### src/rtl/clk_div_pkg.sv
// Shared types and default parameters for the divided-clock period monitor.
package clk_div_pkg;

    typedef enum logic [1:0] {
        IDLE    = 2'd0,
        ACQUIRE = 2'd1,
        MEASURE = 2'd2
    } state_t;

    localparam int CNT_W_DEF   = 16;
    localparam int LOG2_W_DEF  = 4;
    localparam int LOCK_N_DEF  = 4;
    localparam int TIMEOUT_DEF = 65535;

    // Divide setting the PLL divider register is programmed with at bring-up.
    localparam int CLK_PLL_DIV_REG   = 3;
    localparam int EXPECTED_LOG2_DEF = CLK_PLL_DIV_REG;

endpackage

### src/rtl/sync_edge_det.sv
// Two-flop synchroniser for an asynchronous input followed by rising-edge detection.
module sync_edge_det (
    input  logic clk,
    input  logic rst_n,
    input  logic din,
    output logic rise
);

    logic sync1_q, sync2_q, sync3_q;
    logic sync1_d, sync2_d, sync3_d;

    always_comb begin
        sync1_d = din;
        sync2_d = sync1_q;
        sync3_d = sync2_q;
    end

    always_ff @(posedge clk or negedge rst_n) begin
        if (!rst_n) begin
            sync1_q <= 1'b0;
            sync2_q <= 1'b0;
            sync3_q <= 1'b0;
        end else begin
            sync1_q <= sync1_d;
            sync2_q <= sync2_d;
            sync3_q <= sync3_d;
        end
    end

    assign rise = sync2_q & ~sync3_q;

endmodule

### src/rtl/clk_div_monitor.sv
// Measures the period of a divided clock in clk_hf cycles and reports lock,
// mismatch and timeout against an expected power-of-two ratio.
module clk_div_monitor
    import clk_div_pkg::*;
#(
    parameter int CNT_W   = CNT_W_DEF,
    parameter int LOG2_W  = LOG2_W_DEF,
    parameter int LOCK_N  = LOCK_N_DEF,
    parameter int TIMEOUT = TIMEOUT_DEF
) (
    input  logic              clk_hf,
    input  logic              rst_n,
    input  logic              enable,
    input  logic              clk_div_in,
    input  logic [LOG2_W-1:0] expected_log2,
    output logic [CNT_W-1:0]  period_count,
    output logic              period_valid,
    output logic              locked,
    output logic              mismatch,
    output logic              timeout
);

    localparam int MC_W = 4;
    localparam logic [CNT_W-1:0] TIMEOUT_C = CNT_W'(TIMEOUT);
    localparam logic [MC_W-1:0]  LOCK_C    = MC_W'(LOCK_N);

    logic rise;

    sync_edge_det u_sync (
        .clk   (clk_hf),
        .rst_n (rst_n),
        .din   (clk_div_in),
        .rise  (rise)
    );

    state_t            state_q, state_d;
    logic [CNT_W-1:0]  cnt_q, cnt_d;
    logic [MC_W-1:0]   match_cnt_q, match_cnt_d;
    logic [CNT_W-1:0]  period_count_q, period_count_d;
    logic              period_valid_q, period_valid_d;
    logic              locked_q, locked_d;
    logic              mismatch_q, mismatch_d;
    logic              timeout_q, timeout_d;

    logic              exp_reachable;
    logic [CNT_W-1:0]  exp_period;
    logic              period_match;
    logic [CNT_W-1:0]  cnt_inc;

    // A ratio wider than the counter can never be measured, so it always mismatches.
    always_comb begin
        exp_reachable = int'(expected_log2) < CNT_W;
        exp_period    = exp_reachable ? (CNT_W'(1) << expected_log2) : '0;
        period_match  = exp_reachable && (cnt_q == exp_period);
        cnt_inc       = (cnt_q == TIMEOUT_C) ? cnt_q : cnt_q + CNT_W'(1);
    end

    always_comb begin
        state_d        = state_q;
        cnt_d          = cnt_q;
        match_cnt_d    = match_cnt_q;
        period_count_d = period_count_q;
        period_valid_d = 1'b0;
        locked_d       = locked_q;
        mismatch_d     = 1'b0;
        timeout_d      = 1'b0;

        if (!enable) begin
            state_d     = IDLE;
            cnt_d       = '0;
            match_cnt_d = '0;
            locked_d    = 1'b0;
        end else begin
            case (state_q)
                IDLE: begin
                    state_d     = ACQUIRE;
                    cnt_d       = '0;
                    match_cnt_d = '0;
                    locked_d    = 1'b0;
                end
                ACQUIRE: begin
                    if (rise) begin
                        cnt_d   = CNT_W'(1);
                        state_d = MEASURE;
                    end else if (cnt_q == TIMEOUT_C) begin
                        timeout_d = 1'b1;
                        cnt_d     = '0;
                    end else begin
                        cnt_d = cnt_inc;
                    end
                end
                MEASURE: begin
                    // An edge landing on the timeout count is still a valid measurement.
                    if (rise) begin
                        period_count_d = cnt_q;
                        period_valid_d = 1'b1;
                        cnt_d          = CNT_W'(1);
                        if (period_match) begin
                            if (match_cnt_q != LOCK_C) begin
                                match_cnt_d = match_cnt_q + MC_W'(1);
                            end
                            if (match_cnt_d == LOCK_C) begin
                                locked_d = 1'b1;
                            end
                        end else begin
                            mismatch_d  = 1'b1;
                            locked_d    = 1'b0;
                            match_cnt_d = '0;
                        end
                    end else if (cnt_q == TIMEOUT_C) begin
                        timeout_d   = 1'b1;
                        locked_d    = 1'b0;
                        match_cnt_d = '0;
                        cnt_d       = '0;
                        state_d     = ACQUIRE;
                    end else begin
                        cnt_d = cnt_inc;
                    end
                end
                default: begin
                    state_d = IDLE;
                end
            endcase
        end
    end

    always_ff @(posedge clk_hf or negedge rst_n) begin
        if (!rst_n) begin
            state_q        <= IDLE;
            cnt_q          <= '0;
            match_cnt_q    <= '0;
            period_count_q <= '0;
            period_valid_q <= 1'b0;
            locked_q       <= 1'b0;
            mismatch_q     <= 1'b0;
            timeout_q      <= 1'b0;
        end else begin
            state_q        <= state_d;
            cnt_q          <= cnt_d;
            match_cnt_q    <= match_cnt_d;
            period_count_q <= period_count_d;
            period_valid_q <= period_valid_d;
            locked_q       <= locked_d;
            mismatch_q     <= mismatch_d;
            timeout_q      <= timeout_d;
        end
    end

    assign period_count = period_count_q;
    assign period_valid = period_valid_q;
    assign locked       = locked_q;
    assign mismatch     = mismatch_q;
    assign timeout      = timeout_q;

endmodule
### config.mk
export PLATFORM = sky130hd
export DESIGN_NAME = clk_div_monitor
export DESIGN_NICKNAME = d
export VERILOG_FILES = /design/src/rtl/clk_div_pkg.sv /design/src/rtl/sync_edge_det.sv /design/src/rtl/clk_div_monitor.sv
export SDC_FILE = /design/constraint.sdc
export NUM_CORES = 1
export LEC_CHECK = 0
export ABC_CLOCK_PERIOD_IN_PS = 1900
export BUFFER_PORTS_ARGS = -buffer_cell sky130_fd_sc_hd__buf_2
export CAP_MARGIN = 10
export CORE_MARGIN = 5
export CORE_UTILIZATION = 42
export CTS_BUF_LIST = sky130_fd_sc_hd__clkbuf_4
export DETAILED_ROUTE_END_ITERATION = 16
export GPL_TIMING_DRIVEN = 1
export PLACE_DENSITY = 0.7
export RECOVER_POWER = 100
export SYNTH_ARGS = -nofsm -noshare
export SYNTH_HDL_FRONTEND = slang
export SYNTH_HIERARCHICAL = 1
export SYNTH_SLANG_ARGS = --single-unit
### constraint.sdc
create_clock -name clk_hf -period 1.9 [get_ports clk_hf]
set_input_delay 0.475 -clock clk_hf [delete_from_list [all_inputs] [get_ports clk_hf]]
set_output_delay 0.475 -clock clk_hf [all_outputs]
set_load 0.01 [all_outputs]
# Word-level counts from Yosys, hierarchy flattened
# Index checks and enable logic that the tools add are counted.
[totals]
register_bits = 45
elab_cells = 71
out_inout_bits = 20
[classes]
n_eq_ne = 13
n_bitwise = 2
muxes = 36
add_sub_neg = 2
n_reduce_logical = 6
shifts = 1
[op_table]
columns = ["operator", "count"]
rows = [
  ["$mux 16", 3],
  ["$mux 4", 9],
  ["$pmux 16 s2", 1],
  ["$add 16x1->16 const B", 1],
  ["$eq 16x16->1", 1],
  ["$eq 16x16->1 const B", 1],
  ["$mux 1", 16],
  ["$shl 1x4->16 const A", 1],
  ["$ne 3x3->1 const B", 3],
  ["$reduce_and 3->1", 3],
  ["$mux 2", 4],
  ["$pmux 4 s2", 1],
  ["$pmux 2 s3", 1],
  ["$ne 5x5->1 const B", 1],
  ["$add 4x1->4 const B", 1],
  ["$eq 4x3->1 const B", 1],
  ["$ne 4x3->1 const B", 1],
  ["$ne 4x4->1 const B", 1],
  ["$ne 3x1->1 const B", 1],
  ["$ne 3x2->1 const B", 1],
  ["$eq 2x1->1 const B", 1],
  ["$eq 2x2->1 const B", 1],
  ["$logic_not 2->1", 1],
  ["$pmux 1 s2", 1],
  ["other kinds (4)", 4],
]

# Logic depth before layout (Yosys ltp)
[logic_depth]
depth_word = 12
depth_mapped = 9
ltp_nobuf = 8

# Modules after synthesis
# The synthesis kept the hierarchy.
[modules_own_cells]
columns = ["module", "area_each_um2", "cells_per_inst", "n_inst", "seq_area_each_um2"]
rows = [
  ["clk_div_monitor", 2562.5, 269, 1, 1051.0],
  ["sync_edge_det", 88.8, 4, 1, 75.1],
]

# Least setup slack after synthesis
# OpenSTA, ideal clock, no wires.
[synth_path]
kind = "register to register"
start = "reg cnt_q[0]"
end = "reg cnt_q[10]"
arrival_ps = 1866
path_slack_ps = -101
setup_time_ps = 135
path_buffers = 2
period_less_slack_ps = 2001
stages_incl_launch_ff = 10
path_cell_list = "dfrtp_1 > ha_1 > nand3_1 > or2_1 > buf_2 > o31ai_4 > buf_4 > nor2_1 > o21ai_1 > o31ai_1"
[synth_between]
elab_chain_len = 5
word_cells_on_any_way = 6
classes_between = "add/sub (1); eq/ne (1); mux (4)"
[synth_rtl]
columns = ["element", "line", "source"]
rows = [
  ["start: declaration", "clk_div_monitor.sv:37", "logic [CNT_W-1:0] cnt_q, cnt_d;"],
  ["start signal: assignment", "clk_div_monitor.sv:139", "cnt_q <= cnt_d;"],
  ["$add 16x1->16 or $eq 16x16->1 (tied branches)", "clk_div_monitor.sv:55, clk_div_monitor.sv:85, clk_div_monitor.sv:110", ""],
  ["$mux 16 (*)", "clk_div_monitor.sv:85, clk_div_monitor.sv:110", ""],
  ["$mux 16 (*)", "clk_div_monitor.sv:94", "if (rise) begin"],
  ["$pmux 16 s2 (*)", "clk_div_monitor.sv:74", "case (state_q)"],
  ["$mux 16 (*)", "clk_div_monitor.sv:68", "if (!enable) begin"],
]
# Mark *: on every way between the ends. The rest lies on a longest branch, timed or not.
# A chain may end at the register's enable or synchronous reset.

# Worst setup path in the final report
[layout_path]
start = "reg cnt_q[1]"
end = "reg match_cnt_q[3]"
[layout_between]
elab_chain_len = 5
word_cells_on_any_way = 8
classes_between = "eq/ne (3); mux (4); reduce/logical (1)"
[layout_rtl]
columns = ["element", "line", "source"]
rows = [
  ["$eq 16x16->1", "clk_div_monitor.sv:54", "period_match = exp_reachable && (cnt_q == exp_period);"],
  ["$mux 4", "clk_div_monitor.sv:98", "if (period_match) begin"],
  ["$mux 4", "clk_div_monitor.sv:94", ""],
  ["$pmux 4 s2", "clk_div_monitor.sv:74", ""],
  ["$mux 4", "clk_div_monitor.sv:68", ""],
  ["end signal: assignment", "clk_div_monitor.sv:140", "match_cnt_q <= match_cnt_d;"],
  ["end: declaration", "clk_div_monitor.sv:38", "logic [MC_W-1:0] match_cnt_q, match_cnt_d;"],
]
# Several ways; a longest one is shown, not always the timed one.

==> run_results.csv <==
group,metric,value,unit
outcome,outcome,"finished with violations",
outcome,violations,"setup timing",
critical_path,critPathArrivalTime,2.24,ns
logic_synthesis,ys_seq_area_share,42.47,%
cts,insertion_delay,0.36,ns
pwr,power_density,694.1,nW/um^2
cts,clock-root-buffer,"clkbuf_4",
logic_synthesis,avgSynthCellArea,9.712,sq um
routing,drc_errors,0,
critical_path,path_cells,"buf_6 -> or4b_4 -> a32oi_2 -> and3b_2 -> nand3_2 -> o221ai_1",
place,place_ws,-0.3373,ns
logic_synthesis,synthMuxAreaShare,8.306,%
logic_synthesis,synth_nets,288,
timing,fin_crit,1.963,ns
cells_and_area,antennaDiodeCount,0,
routing,drt-vias-per-instance,5.647,
cells_and_area,most-common-layout-cells,"43 x dfrtp_1, 42 x buf_4, 22 x clkbuf_1",
floorplanning,start_util,42.48,%
timing,post-route-period-util,103.3,%
floorplanning,core,6241,sq um
global_routing,grt_start_max_net_pins,29,
critical_path,slowest_delay,0.47,ns
timing,fin_tns_setup,-0.1359,ns
logic_synthesis,synthXorXnorAreaFrac,0.6607,%
global_routing,grt-ovfl-total,0,
logic_synthesis,synth_flop_cell,"dfrtp_1",
logic_synthesis,ys_warn_count,6,
logic_synthesis,synthArstFlopShare,100.0,%
logic_synthesis,syn_area,2651,sq um
logic_synthesis,synthCells,273,
routing,antenna_left,0,
routing,wirelength,6.618,mm
logic_synthesis,ys_ff_latch,45,
timing,timing.final.hold_violations,0,
critical_path,end_kind,"flop",
timing,fmax,509.3,MHz
cts,clock-sinks,45,
routing,detail_route.wl_per_cell,15.87,um
global_routing,grt.total_usage,16.80,%
cts,cts_made_buffers,5,
global_routing,antenna_found_initial,0,
cells_and_area,fin_nets,354,
floorplanning,die_height,89.45,um
logic_synthesis,synth_top_family_by_area,"simple AND/OR/NAND/NOR gates",
pwr,irDropWorstVdd,0.3690,mV
logic_synthesis,synth-simple-area-share,21.80,%
timing,holdWs,0.2172,ns
cts,cts_tree,"done",
pwr,leakagePower,1.492,nW
place,place_hpwl,4.703,mm
place,io_buffers,27,
cells_and_area,area_growth,25.11,%
critical_path,crit_family,"simple AND/OR/NAND/NOR gates",
routing,vias,2355,
global_routing,grt_pass1_wl,10.56,mm
timing,setup_viol,4,
routing,drtIter0Drc,81,
logic_synthesis,synth_cell_types,63,
cells_and_area,layout_commonest_cell,"dfrtp_1",
critical_path,cp_num_buf_inv,1,
cts,htree_levels,2,
logic_synthesis,synth_compound_area_share,17.84,%
timing,setup_slack,-0.06349,ns
place,globalplace.congestion,0.8374,
cts,clockBufferDepth,2,
critical_path,crit_slowest_cell,"or4b_4",
critical_path,worstPathMaxFanout,5,
cts,cts_hold_buf,0,
global_routing,grt_pass1_vias,2301,
floorplanning,dieWidth,89.45,um
timing,worst_slew_pin_slew,0.9621,ns
critical_path,startpoint_type,"flop",
timing,slew_viol_final,0,
timing,max_slew_margin,35.86,%
cells_and_area,drive_above_1_share,32.94,%
floorplanning,num_rows,29,
logic_synthesis,synthAdderAreaFrac,3.303,%
timing,skew,0.01290,ns
job,maxCapViolations,0,
floorplanning,die-area,8001,sq um
cts,clk_pin_slew,0.13,ns
cells_and_area,nFillCells,576,
floorplanning,io_pins,28,
min_path,hp-class,"input port to async pin",
critical_path,crit_type,"flop to flop",
critical_path,cp.required,2.18,ns
routing,firstDrtPassIters,4,
logic_synthesis,synth_edf_count,0,
timing,rsz0062_at_grt,"true",
## metrics by stage
stage                     area, sq um  util, %  total power, W  std cells
after floorplan                  2670        -        0.001486        273
after global placement           3126    50.08        0.001723        401
after detailed placement         3126    50.08        0.001744        401
after CTS                        3216    51.52        0.002229        410
after global routing             3317    53.15        0.002437        417
final                            3317    53.15        0.002302        417
## timing repair
item	CTS	global route
hold endpoints to repair	0	0
resized for setup	6	34
setup endpoints to repair	14	18
cloned	0	1
pin swaps	3	10
buffers inserted	1	6
## Yosys cell counts (all sizes together) (2+ instances only)
cell,instances,share of area [%]
o22ai,2,0.47
buf,13,2.9
a21oi,8,1.5
nand3,11,2.1
o221ai,2,0.66
a31oi,4,0.94
nand3b,3,0.85
o41ai,4,1.3
clkbuf,6,0.85
ha,7,3.3
a32oi,3,0.99
o31ai,4,1.7
nand4b,4,1.3
nor2,20,2.8
mux2,16,6.8
nor3,3,0.57
dfrtp,45,42
nand4,5,1.4
and4bb,3,1.4
and3b,3,0.99
mux2i,4,1.5
o21ai,29,5.8
o2111ai,2,0.66
nor2b,3,0.99
and2,3,0.71
or2,2,0.47
nand2,17,2.5
and3,5,1.2
inv,13,1.8
nor3b,4,1.1
or3,4,0.94
## layer usage
layer,vias up,global-route usage [%],wire length (um),share of wire (%)
li1,1138,-,-,-
met1,1144,23.07,3097,47
met2,61,26.99,3152,48
met3,12,2.488,246,3.7
met4,0,5.954,121,1.8
met5,-,0,0,0
## cell families (layout without fill, tap and decap cells)
logic type               after synthesis  count (layout)
AND/OR/NAND/NOR                       98              98
AO/OA/AOI/OAI                         69              69
flip-flops                            45              45
buffers and inverters                 32              99
multiplexers                          20              20
adder cells (fa/ha/maj)                7               7
XOR/XNOR                               2               2
## state kept, by name (all words and copies together) (netlist names)
| signal | flops |
|---|---|
| locked | 1 |
| match_cnt_q | 4 |
| u_sync/sync2_q | 1 |
| mismatch | 1 |
| period_valid | 1 |
| u_sync/sync1_q | 1 |
| state_q | 2 |
| cnt_q | 16 |
| timeout | 1 |
| period_count | 16 |
| u_sync/sync3_q | 1 |
## path summary, 6_finish.rpt
kind	from	end	slack (ns)	cells past startpoint
setup / recovery	cnt_q[1]	match_cnt_q[3]	-0.06	6
max in group asynchronous	rst_n	cnt_q[10]	0.41	2
hold reg to reg	u_sync/sync1_q	u_sync/sync2_q	0.36	0
hold / removal	rst_n	period_count[1]	0.22	1
setup reg to reg	cnt_q[1]	match_cnt_q[3]	-0.06	6
min in group clk_hf	clk_div_in	u_sync/sync1_q	0.22	1
## where the power goes
| group | internal [W] | switching [W] |
|---|---|---|
| Clock | 0.000156 | 0.000305 |
| Combinational | 0.000362 | 0.000439 |
| Sequential | 0.00100 | 0.0000358 |
## cell type report
type,count,area (sq um),share of cell area (%)
clock buffers,6,45.04,1.358
clock inverters,2,10.01,0.3018
inverters,13,48.80,1.471
multi-input cells,196,1495,45.08
flip-flops and latches,45,1129,34.02
well taps,77,96.34,2.905
repair buffers,78,493.0,14.86
Power figures use the tool's default switching activity.
